## src/rtl/caf_pkg.sv

```systemverilog
// ============================================================================
//  caf_pkg : shared state encoding and default widths for the CAF search block
//  Revision: 1.0
// ============================================================================
`default_nettype none

package caf_pkg;

   localparam int unsigned CAF_INDEX_BITS   = 4;
   localparam int unsigned CAF_OUT_MAX_BITS = 4;
   localparam int unsigned CAF_FREQ_BITS    = 3;

   typedef enum logic [2:0] {
      ST_IDLE     = 3'd0,
      ST_SETTLE   = 3'd1,
      ST_STREAM   = 3'd2,
      ST_WAIT_RES = 3'd3,
      ST_UPDATE   = 3'd4,
      ST_DONE     = 3'd5
   } caf_state_e;

   // Bits needed to hold every value 0..max_val inclusive (never less than 1).
   function automatic int unsigned cnt_width(input int unsigned max_val);
      return (max_val < 2) ? 1 : $clog2(max_val + 1);
   endfunction

endpackage

`default_nettype wire

```

## src/rtl/caf_stream_gate.sv

```systemverilog
// ============================================================================
//  caf_stream_gate : gates upstream samples into the engine and counts beats
//  Revision: 1.0
// ============================================================================
`default_nettype none

module caf_stream_gate
   import caf_pkg::*;
#(
   parameter int unsigned BUFFER_LENGTH = 10
) (
   input  logic clk,
   input  logic rst,
   input  logic i_clear,
   input  logic i_gate,
   input  logic i_src_tvalid,
   input  logic i_eng_tready,
   output logic o_src_tready,
   output logic o_eng_tvalid,
   output logic o_last_beat
);

   localparam int unsigned          c_cnt_w = cnt_width(BUFFER_LENGTH);
   localparam logic [c_cnt_w-1:0]   c_last  = c_cnt_w'(BUFFER_LENGTH - 1);

   logic [c_cnt_w-1:0] r_count;
   logic               w_xfer;

   assign o_src_tready = i_eng_tready & i_gate;
   assign o_eng_tvalid = i_src_tvalid & i_gate;
   assign w_xfer       = i_src_tvalid & i_eng_tready & i_gate;
   assign o_last_beat  = w_xfer && (r_count == c_last);

   // Stalls on either side of the handshake simply hold the count.
   always_ff @(posedge clk or posedge rst) begin
      if (rst) begin
         r_count <= '0;
      end else if (i_clear) begin
         r_count <= '0;
      end else if (w_xfer) begin
         r_count <= r_count + 1'b1;
      end
   end

endmodule

`default_nettype wire

```

## src/rtl/caf_search_ctrl.sv

```systemverilog
// ============================================================================
//  caf_search_ctrl : sequences a per-bin arg-max search and tracks the global peak
//  Revision: 1.0
// ============================================================================
`default_nettype none

module caf_search_ctrl
   import caf_pkg::*;
#(
   parameter int unsigned BUFFER_LENGTH = 10,
   parameter int unsigned INDEX_BITS    = CAF_INDEX_BITS,
   parameter int unsigned FREQ_BITS     = CAF_FREQ_BITS,
   parameter int unsigned NUM_FREQ_BINS = 8,
   parameter int unsigned OUT_MAX_BITS  = CAF_OUT_MAX_BITS,
   parameter int unsigned SETTLE_CYCLES = 2
) (
   input  logic                    clk,
   input  logic                    rst,
   input  logic                    start,
   output logic                    busy,
   output logic                    done,
   output logic [FREQ_BITS-1:0]    freq_idx,
   input  logic                    src_tvalid,
   output logic                    src_tready,
   output logic                    eng_tvalid,
   input  logic                    eng_tready,
   input  logic                    res_tvalid,
   input  logic [OUT_MAX_BITS-1:0] res_max,
   input  logic [INDEX_BITS-1:0]   res_index,
   output logic                    res_tready,
   output logic [OUT_MAX_BITS-1:0] best_max,
   output logic [INDEX_BITS-1:0]   best_index,
   output logic [FREQ_BITS-1:0]    best_freq
);

   // A zero settle still spends one cycle in SETTLE, so both map to a terminal count of 0.
   localparam int unsigned            c_settle_last = (SETTLE_CYCLES > 0) ? SETTLE_CYCLES - 1 : 0;
   localparam int unsigned            c_settle_w    = cnt_width(c_settle_last);
   localparam logic [c_settle_w-1:0]  c_settle_end  = c_settle_w'(c_settle_last);
   localparam logic [FREQ_BITS-1:0]   c_last_bin    = FREQ_BITS'(NUM_FREQ_BINS - 1);

   caf_state_e               r_state;
   caf_state_e               w_next;

   logic [FREQ_BITS-1:0]     r_freq_idx;
   logic [OUT_MAX_BITS-1:0]  r_best_max;
   logic [INDEX_BITS-1:0]    r_best_index;
   logic [FREQ_BITS-1:0]     r_best_freq;
   logic [OUT_MAX_BITS-1:0]  r_res_max;
   logic [INDEX_BITS-1:0]    r_res_index;
   logic [c_settle_w-1:0]    r_settle_cnt;

   logic                     w_gate;
   logic                     w_last_beat;
   logic                     w_clear;
   logic                     w_start_acc;
   logic                     w_res_hs;
   logic                     w_settle_done;
   logic                     w_last_bin;
   logic                     w_better;

   assign w_start_acc   = (r_state == ST_IDLE) && start;
   assign w_res_hs      = res_tvalid & res_tready;
   assign w_settle_done = (r_settle_cnt == c_settle_end);
   assign w_last_bin    = (r_freq_idx == c_last_bin);
   assign w_clear       = w_start_acc || (r_state == ST_UPDATE);
   // Bin 0 always seeds the peak; later bins must beat it strictly, so ties keep the earlier bin.
   assign w_better      = (r_res_max > r_best_max) || (r_freq_idx == '0);

   caf_stream_gate #(
      .BUFFER_LENGTH (BUFFER_LENGTH)
   ) u_gate (
      .clk          (clk),
      .rst          (rst),
      .i_clear      (w_clear),
      .i_gate       (w_gate),
      .i_src_tvalid (src_tvalid),
      .i_eng_tready (eng_tready),
      .o_src_tready (src_tready),
      .o_eng_tvalid (eng_tvalid),
      .o_last_beat  (w_last_beat)
   );

   always_ff @(posedge clk or posedge rst) begin
      if (rst) begin
         r_state <= ST_IDLE;
      end else begin
         r_state <= w_next;
      end
   end

   always_comb begin
      w_next = r_state;
      unique case (r_state)
         ST_IDLE:     if (start)         w_next = ST_SETTLE;
         ST_SETTLE:   if (w_settle_done) w_next = ST_STREAM;
         ST_STREAM:   if (w_last_beat)   w_next = ST_WAIT_RES;
         ST_WAIT_RES: if (w_res_hs)      w_next = ST_UPDATE;
         ST_UPDATE:   w_next = w_last_bin ? ST_DONE : ST_SETTLE;
         ST_DONE:     w_next = ST_IDLE;
         default:     w_next = ST_IDLE;
      endcase
   end

   always_comb begin
      busy       = 1'b1;
      done       = 1'b0;
      w_gate     = 1'b0;
      res_tready = 1'b0;
      unique case (r_state)
         ST_IDLE:     busy       = 1'b0;
         ST_STREAM:   w_gate     = 1'b1;
         ST_WAIT_RES: res_tready = 1'b1;
         ST_DONE:     done       = 1'b1;
         default:     ;
      endcase
   end

   always_ff @(posedge clk or posedge rst) begin
      if (rst) begin
         r_settle_cnt <= '0;
      end else if (r_state == ST_SETTLE) begin
         r_settle_cnt <= r_settle_cnt + 1'b1;
      end else begin
         r_settle_cnt <= '0;
      end
   end

   always_ff @(posedge clk or posedge rst) begin
      if (rst) begin
         r_freq_idx   <= '0;
         r_best_max   <= '0;
         r_best_index <= '0;
         r_best_freq  <= '0;
         r_res_max    <= '0;
         r_res_index  <= '0;
      end else begin
         unique case (r_state)
            ST_IDLE: begin
               if (start) begin
                  r_freq_idx   <= '0;
                  r_best_max   <= '0;
                  r_best_index <= '0;
                  r_best_freq  <= '0;
               end
            end
            ST_WAIT_RES: begin
               if (w_res_hs) begin
                  r_res_max   <= res_max;
                  r_res_index <= res_index;
               end
            end
            ST_UPDATE: begin
               if (w_better) begin
                  r_best_max   <= r_res_max;
                  r_best_index <= r_res_index;
                  r_best_freq  <= r_freq_idx;
               end
               if (!w_last_bin) begin
                  r_freq_idx <= r_freq_idx + 1'b1;
               end
            end
            ST_DONE: begin
               r_freq_idx <= '0;
            end
            default: ;
         endcase
      end
   end

   assign freq_idx   = r_freq_idx;
   assign best_max   = r_best_max;
   assign best_index = r_best_index;
   assign best_freq  = r_best_freq;

endmodule

`default_nettype wire
```

## config.mk

```make
export PLATFORM = sky130hd
export DESIGN_NAME = caf_search_ctrl
export DESIGN_NICKNAME = d
export VERILOG_FILES = /design/src/rtl/caf_pkg.sv /design/src/rtl/caf_stream_gate.sv /design/src/rtl/caf_search_ctrl.sv
export SDC_FILE = /design/constraint.sdc
export NUM_CORES = 1
export LEC_CHECK = 0
export CAP_MARGIN = 20
export CORE_MARGIN = 5
export CORE_UTILIZATION = 44
export DETAILED_ROUTE_END_ITERATION = 10
export GPL_TIMING_DRIVEN = 0
export PLACE_DENSITY = 0.72
export SYNTH_ARGS = -nofsm -noshare
export SYNTH_HDL_FRONTEND = slang
export SYNTH_HIERARCHICAL = 1
export SYNTH_SLANG_ARGS = --single-unit
```

## constraint.sdc

```tcl
create_clock -name clk -period 1.9 [get_ports clk]
set_input_delay 0.475 -clock clk [delete_from_list [all_inputs] [get_ports clk]]
set_output_delay 0.475 -clock clk [all_outputs]
set_load 0.02 [all_outputs]
```

# Word-level counts from Yosys, hierarchy flattened
# Cells that the tools add are included.
dict set report totals {
  elab_cells 67
  out_inout_bits 19
  ff_bits 30
}
dict set report op_classes {
  n_mux 23
  order_cmp 1
  bitwise 5
  n_reduce_logical 13
  eq_ne 13
  addsub 3
}
# operator n
set ops {}
lappend ops {{$mux 3} 8}
lappend ops {{$mux 4} 5}
lappend ops {{$pmux 4 s2} 2}
lappend ops {{$pmux 3 s5} 1}
lappend ops {{$ne 2x2->1 const B} 5}
lappend ops {{$eq 3x3->1 const B} 3}
lappend ops {{$pmux 3 s3} 1}
lappend ops {{$eq 3x2->1 const B} 2}
lappend ops {{$logic_not 3->1} 2}
lappend ops {{$pmux 3 s2} 1}
lappend ops {{$reduce_and 3->1} 2}
lappend ops {{$and 1x1->1} 5}
lappend ops {{$mux 1} 5}
lappend ops {{$add 4x1->4 const B} 1}
lappend ops {{$eq 4x4->1 const B} 1}
lappend ops {{$gt 4x4->1} 1}
lappend ops {{$reduce_and 4->1} 1}
lappend ops {{$reduce_bool 2->1} 2}
lappend ops {{$add 3x1->3 const B} 1}
lappend ops {{$eq 3x1->1 const B} 1}
lappend ops {{$reduce_bool 3->1} 1}
lappend ops {{$logic_and 1x1->1} 2}
lappend ops {{$logic_or 1x1->1} 2}
lappend ops {{$ne 2x1->1 const B} 1}
lappend ops {{other kinds (2)} 2}

# Longest topological paths before layout
dict set report depth {
  ltp_word 6
  ltp_mapped 9
  ltp_nobuf 8
}

# By module
# The synthesis kept the hierarchy.
# module area_each_um2 cells_each instances
set modules_own_cells {}
lappend modules_own_cells {caf_search_ctrl 1238.7 105 1}
lappend modules_own_cells {caf_stream_gate 234.0 25 1}

# Worst setup path after synthesis
# No wires, ideal clock.
dict set report synth_path {
  kind {register -> register}
  start {register r_state[2]}
  end {register r_state[0]}
  setup_time_ns 0.125
  path_buffers 1
  period_less_slack_ns 1.942
  path_slack_ns -0.042
  stages_incl_launch_ff 9
  t_arrival_ns 1.818
  required_ns 1.775
  cell_sequence {dfrtp_1 > clkbuf_1 > nor3_1 > nand3_2 > nor3_1 > nand2b_1 > a31oi_1 > nor2_1 > mux2_2}
}
dict set report synth_between {
  elab_chain_cells 6
}
# item line
set synth_lines {}
lappend synth_lines {{from (decl)} caf_search_ctrl.sv:42} ;# caf_state_e r_state;
lappend synth_lines {{from (signal assigned)} caf_search_ctrl.sv:88} ;# r_state <= w_next;
lappend synth_lines {{$eq 3x2->1} caf_search_ctrl.sv:110} ;# unique case (r_state)
lappend synth_lines {{$mux 1} caf_search_ctrl.sv:110}
lappend synth_lines {{named net w_gate} caf_search_ctrl.sv:53} ;# logic w_gate;
lappend synth_lines {{$and 1x1->1} caf_stream_gate.sv:31} ;# assign w_xfer = i_src_tvalid & i_eng_tready & i_gate;
lappend synth_lines {{$logic_and 1x1->1} caf_stream_gate.sv:32} ;# assign o_last_beat = w_xfer && (r_count == c_last);
lappend synth_lines {{named net w_last_beat} caf_search_ctrl.sv:54} ;# logic w_last_beat;
lappend synth_lines {{$ne 2x1->1 (no line)} -}
lappend synth_lines {{$reduce_and 4->1 (no line)} -}
# The timed path passes the listed nets, and every way through them passes these cells.
# A chain may end at the register's enable or synchronous reset.

# Worst setup path in the final report
dict set report layout_path {
  start {register r_best_max[3] (netlist: best_max[3])}
  end {register r_best_index[2] (netlist: best_index[2])}
}
dict set report layout_between {
  elab_chain_cells 4
}
# item line
set layout_lines {}
lappend layout_lines {{from (decl)} caf_search_ctrl.sv:46} ;# logic [OUT_MAX_BITS-1:0] r_best_max;
lappend layout_lines {{from (signal assigned)} caf_search_ctrl.sv:155} ;# r_best_max <= r_res_max;
lappend layout_lines {{$gt 4x4->1} caf_search_ctrl.sv:68} ;# assign w_better = (r_res_max > r_best_max) || (r_freq_idx == '0);
lappend layout_lines {{$logic_or 1x1->1} caf_search_ctrl.sv:68}
lappend layout_lines {{$ne 2x2->1 (no line)} -}
lappend layout_lines {{$reduce_and 3->1 (no line)} -}
lappend layout_lines {{to (signal assigned)} caf_search_ctrl.sv:156} ;# r_best_index <= r_res_index;
lappend layout_lines {{to (decl)} caf_search_ctrl.sv:47} ;# logic [INDEX_BITS-1:0] r_best_index;
# No other way between the ends.

==> key figures <==
Clocking
  – Clock buffer count from CTS: 5
  – CTS Root Cell: clkbuf_4
  – CTS Sinks: 30
  – Clock Latency Late Sink: 0.34 ns
  – Longest Clk Path Bufs: 2
  – CTS tree: done
  – CTS H-tree depth: 2
  – Cts hold-fix bufs: 0
  – Clk slew on worst S/H paths: approximately 0.10 ns

Floorplan
  – Die Footprint: about 4600 um^2
  – Die width: 67.85 um
  – Core Region: about 3300 um^2
  – Floorplan row count: 21
  – Height of the die: 67.85 um
  – Starting density of the core: 44.84%
  – I/O pins: 33

Finish
  – Finished Layout Cells: 230
  – Diodes inserted: 0
  – Final Cell Area: 2165 um^2
  – Commonest cells after routing, fill and taps aside: 29 x dfrtp_1, 24 x clkdlybuf4s50_1, 12 x a22o_1
  – Fraction of layout cells with a size suffix above 1: a little under a third
  – Final nets: 206
  – Commonest non-fill, non-tap cell in the layout: dfrtp_1
  – Post-Route Utilization: around two thirds
  – Area Growth Syn to Fin: 46.98%

Critical path
  – Critical path cell sequence: inv_2 > ha_4 > a21o_1 > a221o_1 > o21a_1 > buf_4 > a22o_1
  – Critical Path Start: best_max[3]
  – Endpoint class of the critical path: flip-flop
  – WP data required: 2.13 ns
  – R2r setup slk: -0.04 ns
  – Setup crit end: best_index[2]
  – Largest stage delay, worst path: 0.43 ns
  – Crit path kind: flip-flop to flip-flop
  – Worst Path Arrival: 2.16 ns
  – Crit Reg-Reg Endpoint: best_index[2]
  – Top fanout value on the critical path: 3
  – Worst Setup Start Kind: flip-flop
  – CP max-delay cell: dfrtp_2
  – Reg2reg start: best_max[3]
  – FF-to-FF path depth: 7

Run status
  – Status: finished with violations
  – Failing checks: setup timing

Global route
  – Remaining global-route overflow: 0
  – GRT Total Usage: approximately 18%
  – Initial antenna violation count: 0
  – Largest net degree at the start of global routing: 27
  – First-pass GRT wire length: 5934 um
  – Number of global-route vias before repair: 1,262

Power
  – Power after layout: between 2 and 3 mW
  – P per Cell Area: about 1300 nW/um^2
  – LEAKAGE: 1.000 nW
  – Max VDD drop: roughly 0.56 mV

Routing
  – Wire length per cell: 16.44 um
  – Vias/cell: between 5 and 6
  – DRC Markers: 0
  – Antenna Nets Post-Route: 0
  – Via Count: 1,212
  – DRT iter0 DRCs: 57
  – Pre-antenna DRT Iters: 4
  – Routed WL: ~3800 um

Min path
  – Worst hold path class: primary input to asynchronous set/reset pin

Synthesis
  – Syn Nets: 153
  – Mapped Avg Cell Area: 11.33 um^2
  – Async SR Flop Fraction: 100.0%
  – Synth Warn #: 6
  – Synth Register Bits: 30
  – Post-synth EDFFs: 0
  – Netlist Area Pre-Place: approximately 1500 um^2
  – Top_reg_cell synth: dfrtp_1
  – Seq/Total Area, Yosys: 50.98%
  – Syn Inst Count: between 100 and 150
  – Unique masters post-synth: 36

Timing
  – Fin. Hold Viols: 0
  – Worst-Margin Slew: around 0.35 ns
  – Slew headroom: 76.98%
  – RSZ-0062 raised after global routing: true
  – Setup slack after layout: -0.03544 ns
  – Fin Clk Skew: approximately 0.0089 ns
  – Setup violators final: 11
  – Tcrit/Tclk final: 101.9%
  – Pins Over Slew Limit: 0
  – Period minus WS final: between 1.5 and 2 ns
  – Max frequency: 516.7 MHz

Run
  – Max Cap Violations: 0

Place
  – HPWL after detailed placement: ~2400 um
  – Placed cell count: 208
  – RePlAce Congestion: 0.8006
  – Post-place instance area: about 1900 um^2
  – Place WS: -0.4040 ns
  – Port bufs: 32
==> final cells by class <==
cell class	count	area, um^2
multi-input cells	85	733.2
inverters	10	41.29
clock buffers	6	51.30
fillers	248	1120
plain buffers	5	60.06
clock inverters	2	12.51
well taps	46	57.56
flip-flops and latches	30	752.0
repair buffers	46	456.7
==> worst min-delay path by stage <==
stage / from / endpoint / slack, ns / depth (start not counted)
6_report: rst / u_gate/r_count[3] / 0.35 / 2
5_1_grt: rst / u_gate/r_count[3] / 0.37 / 2
4_1_cts: rst / u_gate/r_count[3] / 0.35 / 2
3_5_place_dp: r_settle_cnt / r_settle_cnt / 0.46 / 1
3_3_place_gp: r_settle_cnt / r_settle_cnt / 0.45 / 1
2_1_floorplan: rst / u_gate/r_count[0] / 0.24 / 1
==> report_power, final <==
part | internal [mW] | switching (mW) | leakage (nW)
clock network | 0.178 | 0.229 | 0.0343
registers | 0.829 | 0.160 | 0.397
logic | 0.789 | 0.684 | 0.568
total | 1.80 | 1.07 | 1.00
==> logic make-up (layout without fill, tap and decap cells) <==
kind of cell,after synthesis,in the layout,synth area share [%]
XOR/XNOR,2,2,1.190
buffers and inverters,15,69,4.333
flip-flops,30,30,50.98
adder cells (fa/ha/maj),9,9,7.647
AND/OR/NAND/NOR,37,37,14.19
multiplexers,10,10,7.647
AO/OA/AOI/OAI,27,27,14.02
==> worst max-delay path: cells and delay by family (launching register included) <==
kind | cells | cell delay (ns)
DFF | 1 | 0.43
AOI/OAI and AO/OA | 4 | 0.96
buffers and inverters | 2 | 0.22
adders and majority gates | 1 | 0.20
==> stage by stage <==
stage	hold WS [ns]	setup TNS, ns
floorplan	0.2411	0
finish	0.3512	-0.2119
global placement	0.4462	-3.552
detailed placement	0.4635	-4.026
CTS	0.3513	-0.06226
global route	0.3651	-1.134
==> sequential cells by signal, summed over array words and instances (netlist names) <==
register        flops
r_settle_cnt        1
best_freq           3
r_res_max           4
best_index          4
r_res_index         4
freq_idx            3
u_gate/r_count      4
best_max            4
r_state             3
==> layer usage <==
| layer | share of wire [%] | up-vias | track usage (%) | routed length [um] |
|---|---|---|---|---|
| li1 | - | 571 | - | - |
| met2 | 53 | 29 | 30.62 | 2011 |
| met3 | 4.1 | 12 | 3.612 | 155 |
| met5 | 0 | - | 0 | 0 |
| met1 | 39 | 600 | 20.65 | 1475 |
| met4 | 3.7 | 0 | 10.67 | 139 |
==> synth_stat cells, types with 2 or more instances <==
master / n / area share (%)
dfrtp_1: 30 / 51
a22o_1: 12 / 7.1
inv_1: 10 / 2.5
mux2_2: 10 / 7.6
ha_1: 9 / 7.6
nand2_1: 7 / 1.8
nor2_1: 6 / 1.5
a21oi_1: 4 / 1.4
nor2b_1: 4 / 1.7
buf_2: 3 / 1.0
nor3_1: 3 / 1.0
and2_2: 2 / 1.0
nand3_1: 2 / 0.68
nand4_1: 2 / 0.85
o21a_1: 2 / 1.0
o21ai_0: 2 / 0.68
or3_1: 2 / 0.85
xor2_1: 2 / 1.2
==> what timing repair did <==
action,in CTS,in global routing
gates resized for setup,40,19
setup endpoints to repair,18,18
setup buffers,7,5
pin swaps,4,5
cloned,0,1
No activity file was read; power rests on OpenSTA's default activity.
